[src/rtl/pm_cmd_seq.sv]
// pm_cmd_seq: one-command-at-a-time sequencer between a decode strobe and a
// datapath action port. IDLE accepts a one-hot command, ISSUE holds the action
// request until the datapath takes it, HOLD waits HOLD_CYC settle cycles.
// Optional build macro PM_CMD_SEQ_TIMEOUT_EN: abandons an ISSUE that waits
// TIMEOUT cycles without act_ready, pulsing err and leaving cmd_cnt untouched.
module pm_cmd_seq #(
  parameter int HOLD_CYC = 3,
  parameter int TIMEOUT  = 16
) (
  input  logic       clk,
  input  logic       rst,
  input  logic       dec_valid,
  input  logic [3:0] dec_cmd,
  output logic       dec_ready,
  output logic       act_valid,
  output logic [1:0] act_code,
  input  logic       act_ready,
  output logic       busy,
  output logic       err,
  output logic [7:0] cmd_cnt
);

  typedef enum logic [1:0] {
    IDLE  = 2'd0,
    ISSUE = 2'd1,
    HOLD  = 2'd2
  } state_t;

  state_t     state, state_nxt;
  logic [3:0] hold_cnt, hold_nxt;
  logic [1:0] code_q, code_nxt;
  logic [7:0] cnt_q, cnt_nxt;
  logic       err_q, err_nxt;
  logic       busy_q;
  logic       cmd_onehot;
  logic [1:0] cmd_idx;

`ifdef PM_CMD_SEQ_TIMEOUT_EN
  logic [7:0] wait_cnt, wait_nxt;
`endif

  // Command legality and bit-index encoding of the decoded command
  always_comb begin
    cmd_onehot = (dec_cmd != 4'd0) && ((dec_cmd & (dec_cmd - 4'd1)) == 4'd0);
    cmd_idx    = 2'd0;
    if (dec_cmd[1]) cmd_idx = 2'd1;
    if (dec_cmd[2]) cmd_idx = 2'd2;
    if (dec_cmd[3]) cmd_idx = 2'd3;
  end

  // Next-state and next-register values
  always_comb begin
    state_nxt = state;
    hold_nxt  = hold_cnt;
    code_nxt  = code_q;
    cnt_nxt   = cnt_q;
    err_nxt   = 1'b0;
`ifdef PM_CMD_SEQ_TIMEOUT_EN
    wait_nxt  = wait_cnt;
`endif
    case (state)
      IDLE: begin
        if (dec_valid) begin
          if (cmd_onehot) begin
            code_nxt  = cmd_idx;
            state_nxt = ISSUE;
          end else begin
            err_nxt = 1'b1;
          end
        end
      end
      ISSUE: begin
        if (act_ready) begin
          cnt_nxt = cnt_q + 8'd1;
`ifdef PM_CMD_SEQ_TIMEOUT_EN
          wait_nxt = 8'd0;
`endif
          if (HOLD_CYC == 0) begin
            state_nxt = IDLE;
          end else begin
            state_nxt = HOLD;
            hold_nxt  = 4'(HOLD_CYC);
          end
        end
`ifdef PM_CMD_SEQ_TIMEOUT_EN
        // Handshake above has priority; only a stalled cycle can time out
        else if (wait_cnt == 8'(TIMEOUT - 1)) begin
          state_nxt = IDLE;
          err_nxt   = 1'b1;
          wait_nxt  = 8'd0;
        end else begin
          wait_nxt = wait_cnt + 8'd1;
        end
`endif
      end
      HOLD: begin
        // Leaving when the counter shows 1 gives HOLD_CYC cycles in HOLD
        if (hold_cnt <= 4'd1) begin
          state_nxt = IDLE;
          hold_nxt  = 4'd0;
        end else begin
          hold_nxt = hold_cnt - 4'd1;
        end
      end
      default: begin
        state_nxt = IDLE;
        hold_nxt  = 4'd0;
      end
    endcase
  end

  // State and output registers; reset beats any same-cycle handshake
  always_ff @(posedge clk) begin
    if (rst) begin
      state    <= IDLE;
      hold_cnt <= 4'd0;
      code_q   <= 2'd0;
      cnt_q    <= 8'd0;
      err_q    <= 1'b0;
      busy_q   <= 1'b0;
    end else begin
      state    <= state_nxt;
      hold_cnt <= hold_nxt;
      code_q   <= code_nxt;
      cnt_q    <= cnt_nxt;
      err_q    <= err_nxt;
      busy_q   <= (state_nxt != IDLE);
    end
  end

`ifdef PM_CMD_SEQ_TIMEOUT_EN
  // Stall counter for the ISSUE timeout
  always_ff @(posedge clk) begin
    if (rst) wait_cnt <= 8'd0;
    else     wait_cnt <= wait_nxt;
  end
`endif

  assign dec_ready = (state == IDLE);
  assign act_valid = (state == ISSUE);
  assign act_code  = code_q;
  assign busy      = busy_q;
  assign err       = err_q;
  assign cmd_cnt   = cnt_q;

endmodule

[config.mk]
export PLATFORM = sky130hd
export DESIGN_NAME = pm_cmd_seq
export DESIGN_NICKNAME = d
export VERILOG_FILES = /design/src/rtl/pm_cmd_seq.sv
export SDC_FILE = /design/constraint.sdc
export NUM_CORES = 1
export LEC_CHECK = 0
export ABC_AREA = 1
export BUFFER_PORTS_ARGS = -buffer_cell sky130_fd_sc_hd__buf_2
export CAP_MARGIN = 20
export CORE_AREA = 2 2 46 48
export CTS_CLUSTER_DIAMETER = 200
export DETAILED_ROUTE_END_ITERATION = 10
export DIE_AREA = 0 0 48 50
export PLACE_DENSITY = 0.86
export SYNTH_ARGS = -nofsm -noshare
export SYNTH_HDL_FRONTEND = slang
export SYNTH_SLANG_ARGS = --single-unit
[constraint.sdc]
create_clock -name clk -period 3.7 [get_ports clk]
set_input_delay 0.555 -clock clk [delete_from_list [all_inputs] [get_ports clk]]
set_output_delay 0.555 -clock clk [all_outputs]
set_load 0.05 [all_outputs]
==> out/summary.txt, run 1 <==
Worst min path class: flop to flop
Synth cell types: 22
Cell family with most CP delay: buffers and inverters
Vias: 989
Placed insts: 197
Tmin final: 1.85 ns
1st-pass router iterations: 4
Largest net degree at the start of global routing: 11
Hold-fix buffers, CTS: 0
Skew final: 0.00488 ns
Slew @ Worst Pin: 0.251 ns
Post-CTS sizing: 0
Setup-failing EPs final: 0
Post-DP Area: 1160 um2
DRT iter0 DRCs: 20
Die area: 2400 um2
Final Hold Fails: 0
Post-synth net total: 165
Clock power frac: 31.2%
Finished Layout Cells: 201
CTS H-tree depth: 1
DIE HEIGHT: 50 um
Pleak: 0.000621 uW
Psw: 126 uW
Status: complete, no violations
Final Max Slew Viols: 0
CP max stage cell: dfxtp_1
Layout Nets: 190
Post-DP HPWL: 1720 um
Post-CTS setup buffer count: 0
RSZ-0062 raised after global routing: no
CP Data Arrival Time: 1.30 ns
Area growth syn-to-layout: 16.6%
Synth Instances: 150
Initial Utilization: 53.9%
Cell Pwr Density: 341 nW/um2
Synth Register Bits: 18
ANT cells: 0
Hold WS: 0.497 ns
Initial antenna violation count: 0
Drt drc: 0
Fillers: 175
Switch share: 30.9%
Worst Setup End Kind: output pin
Share of layout cells above drive strength 1: 22.4%
CTS tree: built
Syn Area/Cell: 6.83 um2
Vias per std cell: 4.92
FMAX: 539 MHz
I/O pins: 22
Yosys Warn Count: 0
GP Congestion: 0.858
Clock transition at path regs: 0.11 ns
Final ANT Viol Nets: 0
Synth Cell Area: 1020 um2
I/O Buffers: 21
VDD IR max: 234 uV
Total power: 407 uW
Fin area: 1190 um2
CTS Buffer Depth: 2
TNS Setup: 0 ns
Crit-path max cell delay: 0.37 ns
TritonCTS sink count: 18
Tcrit/Tclk final: 50.1%
GRT Total Usage: 21.2%
Logic pwr share: 18.4%
CP Data Required Time: 3.14 ns
Rel. slew slack: 83.4%
CTS buffer count: 3
P_int: 281 uW
CP max FO: 6
DRT Wirelength: 2170 um
Core Rows: 16
Crit Path Class: flop to output pin
Die Wd: 48 um
WP buf/inv: 2
Maxcap violations: 0
Sequential area share after synthesis: 35.2%
Core Footprint: 1900 um2
Vias in the first global route: 914
Clk_lat worst skew: 0.30 ns
Wire per inst: 10.8 um
Overflow after GRT: 0
Sequential Power Share: 50.4%
Cell breakdown of the critical path: inv_1 > ha_1 > buf_2
Clock Tree Root: clkbuf_4
Startpoint types: flop
First-pass GRT wire length: 3660 um
-- power by group through the flow --
stage / Sequential [uW] / Combinational [uW] / Clock [uW]
final: 205 / 74.9 / 127
after global routing: 206 / 82.9 / 136
after CTS: 205 / 75.0 / 127
after detailed placement: 209 / 74.7 / 0
after global placement: 209 / 72.2 / 0
after floorplan: 223 / 42.4 / 0
-- metrics by stage --
| step | utilization (%) | setup WS [ns] |
|---|---|---|
| 6_report | 62.8 | 1.85 |
| 2_1_floorplan | - | 1.94 |
| 3_3_place_gp | 60.9 | 2.25 |
| 4_1_cts | 62.8 | 1.85 |
| 5_1_grt | 62.8 | 1.78 |
| 3_5_place_dp | 60.9 | 2.15 |
-- final timing paths --
check	startpoint	endpoint	slack, ns	cells past startpoint
min	act_code[0]$_SDFFE_PP0P_	act_code[0]$_SDFFE_PP0P_	0.50	2
max reg2reg	state[1]$_SDFF_PP0_	hold_cnt[3]$_SDFFE_PP0P_	2.13	9
max	state[1]$_SDFF_PP0_	dec_ready	1.85	3
min reg2reg	act_code[0]$_SDFFE_PP0P_	act_code[0]$_SDFFE_PP0P_	0.50	2
-- layout by cell type, fill, tap and decap left out --
master	n
nand2_2	2
inv_1	27
nor2_1	18
nor2_2	4
nand3_4	1
a21oi_1	7
nor3_2	1
clkbuf_4	3
nor2_4	2
nand4_1	3
inv_2	3
nand3_1	7
buf_2	21
nor3b_2	1
clkbuf_8	1
nor3_1	2
xnor2_1	1
o21bai_1	1
clkinv_1	1
nand2_1	34
ha_1	7
o21ai_0	8
o21ai_1	1
dfxtp_1	18
-- cells by family after synthesis --
family	Yosys count	synth area share, %
XOR/XNOR	1	0.855
buffers and inverters	32	11.8
AO/OA/AOI/OAI	17	8.55
adder cells (fa/ha/maj)	7	8.55
flip-flops	18	35.2
AND/OR/NAND/NOR	75	35.0
-- worst register-to-register path, cell delays in order (launching register included) --
cell and delay (ns):
dfxtp_1 0.43, inv_1 0.10, ha_1 0.24, inv_1 0.13, nor2_1 0.07, nor2_2 0.15
inv_2 0.09, nor2_2 0.12, nand3_1 0.08, a21oi_1 0.11
-- cells in the mapped netlist --
| library cell | instances | area, um2 |
|---|---|---|
| ha_1 | 7 | 87.6 |
| inv_1 | 27 | 101 |
| nor3b_2 | 1 | 12.5 |
| clkinv_1 | 1 | 3.75 |
| a21oi_1 | 7 | 35.0 |
| nand4_1 | 3 | 18.8 |
| nand3_1 | 7 | 35.0 |
| nand2_2 | 2 | 12.5 |
| nor3_2 | 1 | 10.0 |
| nor2_4 | 2 | 22.5 |
| buf_2 | 1 | 5.00 |
| o21bai_1 | 1 | 7.51 |
| nor3_1 | 2 | 10.0 |
| inv_2 | 3 | 11.3 |
| o21ai_1 | 1 | 5.00 |
| xnor2_1 | 1 | 8.76 |
| nand2_1 | 34 | 128 |
| nand3_4 | 1 | 17.5 |
| o21ai_0 | 8 | 40.0 |
| dfxtp_1 | 18 | 360 |
| nor2_2 | 4 | 25.0 |
| nor2_1 | 18 | 67.6 |
-- cell type report --
class                      count  area [um2]  share of cell area, %
clock buffer                   4        36.3                   3.04
multi-input combinational    100         543                   45.4
inverter                      31         116                   9.74
tap                           27        33.8                   2.83
timing repair buffer          21         105                   8.80
sequential                    18         360                   30.2
-- metal layers --
layer / vias up / track usage [%] / wire [um]
met4: 0 / 8.11 / 25
met3: 4 / 3.66 / 111
met2: 26 / 38.4 / 1130
met5: - / 0 / 0
met1: 451 / 22.6 / 896
li1: 508 / - / -
-- state kept, by name, summed over array words and instances, names as in the netlist --
register,flops
busy,1
hold_cnt,4
act_code,2
state,2
cmd_cnt,8
err,1
(Power assumes the default switching activity.)
==> run 2: changes to the inputs <==
ABC_AREA = 0   (was 1)
CORE_AREA = 2 2 49 51   (was 2 2 46 48)
DIE_AREA = 0 0 51 53   (was 0 0 48 50)
PLACE_DENSITY = 0.76   (was 0.86)
clock period = 1.52 ns   (was 3.7 ns; I/O delays follow)
==> run 2 against run 1 <==
  * Flip-flop and latch count did not move
  * Count of clock-buffer cells in the layout did not move
  * Wire length is 1.3% lower
  * Final cell count fell by 17%
  * Global-route usage is 5.2 points lower
  * Via count fell by 12%
  * Synthesized area is 8.5% lower
  * Synthesized cell count shrank 29%
  * Clock power is 130% higher
  * Clock skew up 0.0043 ns
  * Combinational power rose to 2.6 times the previous value
  * Critical path depth rose by 2
  * Highest routed layer unchanged
==> out/summary.txt, run 2 <==
Core Footprint: 2150 um2 (was 1900 um2)
CTS H-tree depth: 1 (unchanged)
DRT Wirelength: 2140 um (was 2170 um)
Logic pwr share: 20.1% (was 18.4%)
Die area: 2700 um2 (was 2400 um2)
I/O Buffers: 21 (unchanged)
Worst Setup End Kind: flop (was output pin)
Largest net degree at the start of global routing: 19 (was 11)
Top_reg_cell synth: dfxtp_1 (unchanged)
Global Route met1 Usage: 15.9% (was 22.6%)
Worst min path class: primary input to flop (was flop to flop)
Clock transition at path regs: 0.11 ns (about the same)
Startpoint types: flop (unchanged)
GR Util met3: 5.65% (was 3.66%)
Most frequent cells in the layout: buf_2 (19), nor2_1 (15), dfxtp_1 (12), buf_4 (11), nand2_1 (9) (was nand2_1 (34), inv_1 (27), buf_2 (21), nor2_1 (18), dfxtp_1 (18))
P_int: 701 uW (was 281 uW)
Psw: 284 uW (was 126 uW)
Status: complete, no violations (unchanged)
GRT Total Usage: 15.9% (was 21.2%)
Clock Tree Root: clkbuf_4 (unchanged)
Sequential area share after synthesis: 38.5% (was 35.2%)
Switch share: 28.9% (was 30.9%)
Met2 track demand over resource: 29.0% (was 38.4%)
Initial Utilization: 43.6% (was 53.9%)
Top-area cell type share of the netlist area: 38.5% (was 35.2%)
DIE HEIGHT: 53 um (was 50 um)
1st-pass router iterations: 3 (was 4)
Crit-path max cell delay: 0.39 ns (was 0.37 ns)
Post-synthesis mux area share: 1.07% (was 0%)
Crit Path Class: flop to flop (was flop to output pin)
Largest family of logic cells by synthesized area: simple AND/OR/NAND/NOR gates (unchanged)
CTS buffer count: 3 (unchanged)
CP max stage cell: or3_1 (was dfxtp_1)
Post-synth EDFFs: 0 (unchanged)
Initial antenna violation count: 0 (unchanged)
Rel. slew slack: 74.3% (was 83.4%)
FMAX: 663 MHz
GRT Max-Usage Layer: met2 (unchanged)
CP Data Required Time: 1.76 ns (was 3.14 ns)
Overflow after GRT: 0 (unchanged)
Synth area leaders: dfxtp_1 (38%), ha_1 (9.3%), nor2_1 (6.4%), a21oi_1 (4.8%), xor2_1 (4.7%) (was dfxtp_1 (35%), nand2_1 (12%), inv_1 (9.9%), ha_1 (8.5%), nor2_1 (6.6%))
Tmin final: 1.51 ns
Wire per inst: 12.9 um (was 10.8 um)
Synth Cell Area: 937 um2 (was 1020 um2)
Synth cell types: 31 (was 22)
Fillers: 193 (was 175)
Vias in the first global route: 780 (was 914)
RSZ-0062 raised after global routing: yes (was no)
Synth Instances: 107 (was 150)
Slew @ Worst Pin: 0.384 ns (was 0.251 ns)
Tcrit/Tclk final: 99.2%
First-pass GRT wire length: 3180 um (was 3660 um)
CP Data Arrival Time: 1.75 ns (was 1.30 ns)
Post-synth net total: 122 (was 165)
Vias: 869 (was 989)
Final ANT Viol Nets: 0 (unchanged)
Layout Nets: 154 (was 190)
Post-Synth Adder-Cell Area: 9.35% (was 8.55%)
I/O pins: 22 (unchanged)
Async SR Flop Fraction: 0% (unchanged)
Hold WS: 0.166 ns (was 0.497 ns)
Yosys top cell by area: dfxtp_1 (unchanged)
Vias per std cell: 5.23 (was 4.92)
Clock power frac: 30.1% (was 31.2%)
TritonCTS sink count: 18 (unchanged)
Finished Layout Cells: 166 (was 201)
GP Congestion: 0.776 (was 0.858)
Post-Synth Simple-Gate Area: 22.2% (was 35.0%)
Final Hold Fails: 0 (unchanged)
Final Max Slew Viols: 0 (unchanged)
Pleak: 0.000559 uW (was 0.000621 uW)
Cell breakdown of the critical path: buf_4 > or3_1 > nor4_4 > a41oi_1 > a21oi_1 (was inv_1 > ha_1 > buf_2)
Most frequent cell after synthesis: dfxtp_1 (was nand2_1)
Yosys Warn Count: 0 (unchanged)
Max reg flops: 8 (unchanged)
ANT cells: 0 (unchanged)
Drt drc: 0 (unchanged)
Most instantiated cells after synthesis: dfxtp_1 (18), nor2_1 (16), a21oi_1 (9), nand2_1 (9) (was nand2_1 (34), inv_1 (27), dfxtp_1 (18), nor2_1 (18), o21ai_0 (8))
Commonest non-fill, non-tap cell in the layout: buf_2 (was nand2_1)
Clk_lat worst skew: 0.30 ns (about the same)
Sequential Power Share: 49.8% (was 50.4%)
Share of layout cells above drive strength 1: 44.2% (was 22.4%)
Synth Area in Compound Gates: 18.6% (was 8.55%)
Synth Register Bits: 18 (unchanged)
DRT iter0 DRCs: 5 (was 20)
Setup-failing EPs final: 0 (unchanged)
Syn Area/Cell: 8.76 um2 (was 6.83 um2)
Die Wd: 51 um (was 48 um)
Skew final: 0.00915 ns (was 0.00488 ns)
VDD IR max: 705 uV (was 234 uV)
Post-synthesis xor/xnor area fraction: 5.61% (was 0.855%)
Post-DP HPWL: 1390 um (was 1720 um)
Area growth syn-to-layout: 39.1% (was 16.6%)
CTS Buffer Depth: 2 (unchanged)
CP max FO: 3 (was 6)
Cell Pwr Density: 755 nW/um2 (was 341 nW/um2)
Maxcap violations: 0 (unchanged)
Placed insts: 154 (was 197)
CTS tree: built (unchanged)
Core Rows: 17 (was 16)
run 2: changes by cell type in the layout (fill, tap and decap cells not counted), moves of 6 or more:
cell,delta
o21ai_0,-6
nand2_1,-25
nand3_1,-7
buf_4,+11
inv_1,-24
dfxtp_1,-6
run 2: path summary, 6_finish.rpt:
| check | startpoint | to | slack (ns) | cells after the start |
|---|---|---|---|---|
| worst max-delay path | hold_cnt[0]$_SDFFE_PP0P_ | hold_cnt[3]$_SDFFE_PP0P_ | 0.01 | 5 |
| worst min-delay path | dec_valid | err$_SDFF_PP0_ | 0.17 | 3 |
| worst max register to register | hold_cnt[0]$_SDFFE_PP0P_ | hold_cnt[3]$_SDFFE_PP0P_ | 0.01 | 5 |
| worst min register to register | hold_cnt[1]$_SDFFE_PP0P_ | hold_cnt[1]$_SDFFE_PP0P_ | 0.48 | 2 |
run 2: metrics by stage:
step / TNS, ns / util, % / worst slack [ns] / instance area [um2] / power (uW)
after CTS: 0 / 53.2 / 0.000610 / 1140 / 976
after floorplan: -0.191 / - / -0.0877 / 960 / 631
after global routing: -0.155 / 60.7 / -0.0707 / 1300 / 1040
after global placement: 0 / 50.7 / 0.0666 / 1090 / 665
final: 0 / 60.7 / 0.0120 / 1300 / 985
after detailed placement: -0.0293 / 50.7 / -0.0293 / 1090 / 668
run 2: what timing repair did:
item,4_1_cts,5_1_grt
endpoints found under the setup margin,4,10
hold buffers,0,0
pin swaps,2,7
setup buffers,1,7
cloned,0,0
resized for setup,2,28
run 2: critical path, delay by kind of cell, from the launching register on:
kind                   cells  cell delay (ns)
buffers and inverters      1             0.14
and+or+nand+nor            2             0.68
AOI/OAI and AO/OA          2             0.25
DFF                        1             0.38
run 2: routing by layer:
metal,vias to the layer above,wire length (um)
met5,-,0
met4,0,87
met3,11,98
met2,22,1120
met1,397,831
li1,439,-
run 2: cell families after synthesis:
logic type / Yosys count
flip-flops: 18
buffers and inverters: 10
multiplexers: 1
adder cells (fa/ha/maj): 7
XOR/XNOR: 6
AO/OA/AOI/OAI: 25
AND/OR/NAND/NOR: 40
run 2: cell type report:
class                           instances  area [um2]  area share, %
Multi-Input combinational cell         79         651           49.9
Sequential cell                        18         375           28.8
Timing Repair Buffer                   30         178           13.6
Inverter                                7        28.8           2.21
Tap cell                               28        35.0           2.69
Clock buffer                            4        36.3           2.78
run 2: power by group through the flow:
stage	Sequential (uW)	Clock [uW]	Combinational [uW]
2_1_floorplan	539	0	91.9
3_5_place_dp	505	0	163
3_3_place_gp	505	0	160
5_1_grt	493	334	215
4_1_cts	494	316	166
6_report	491	296	198
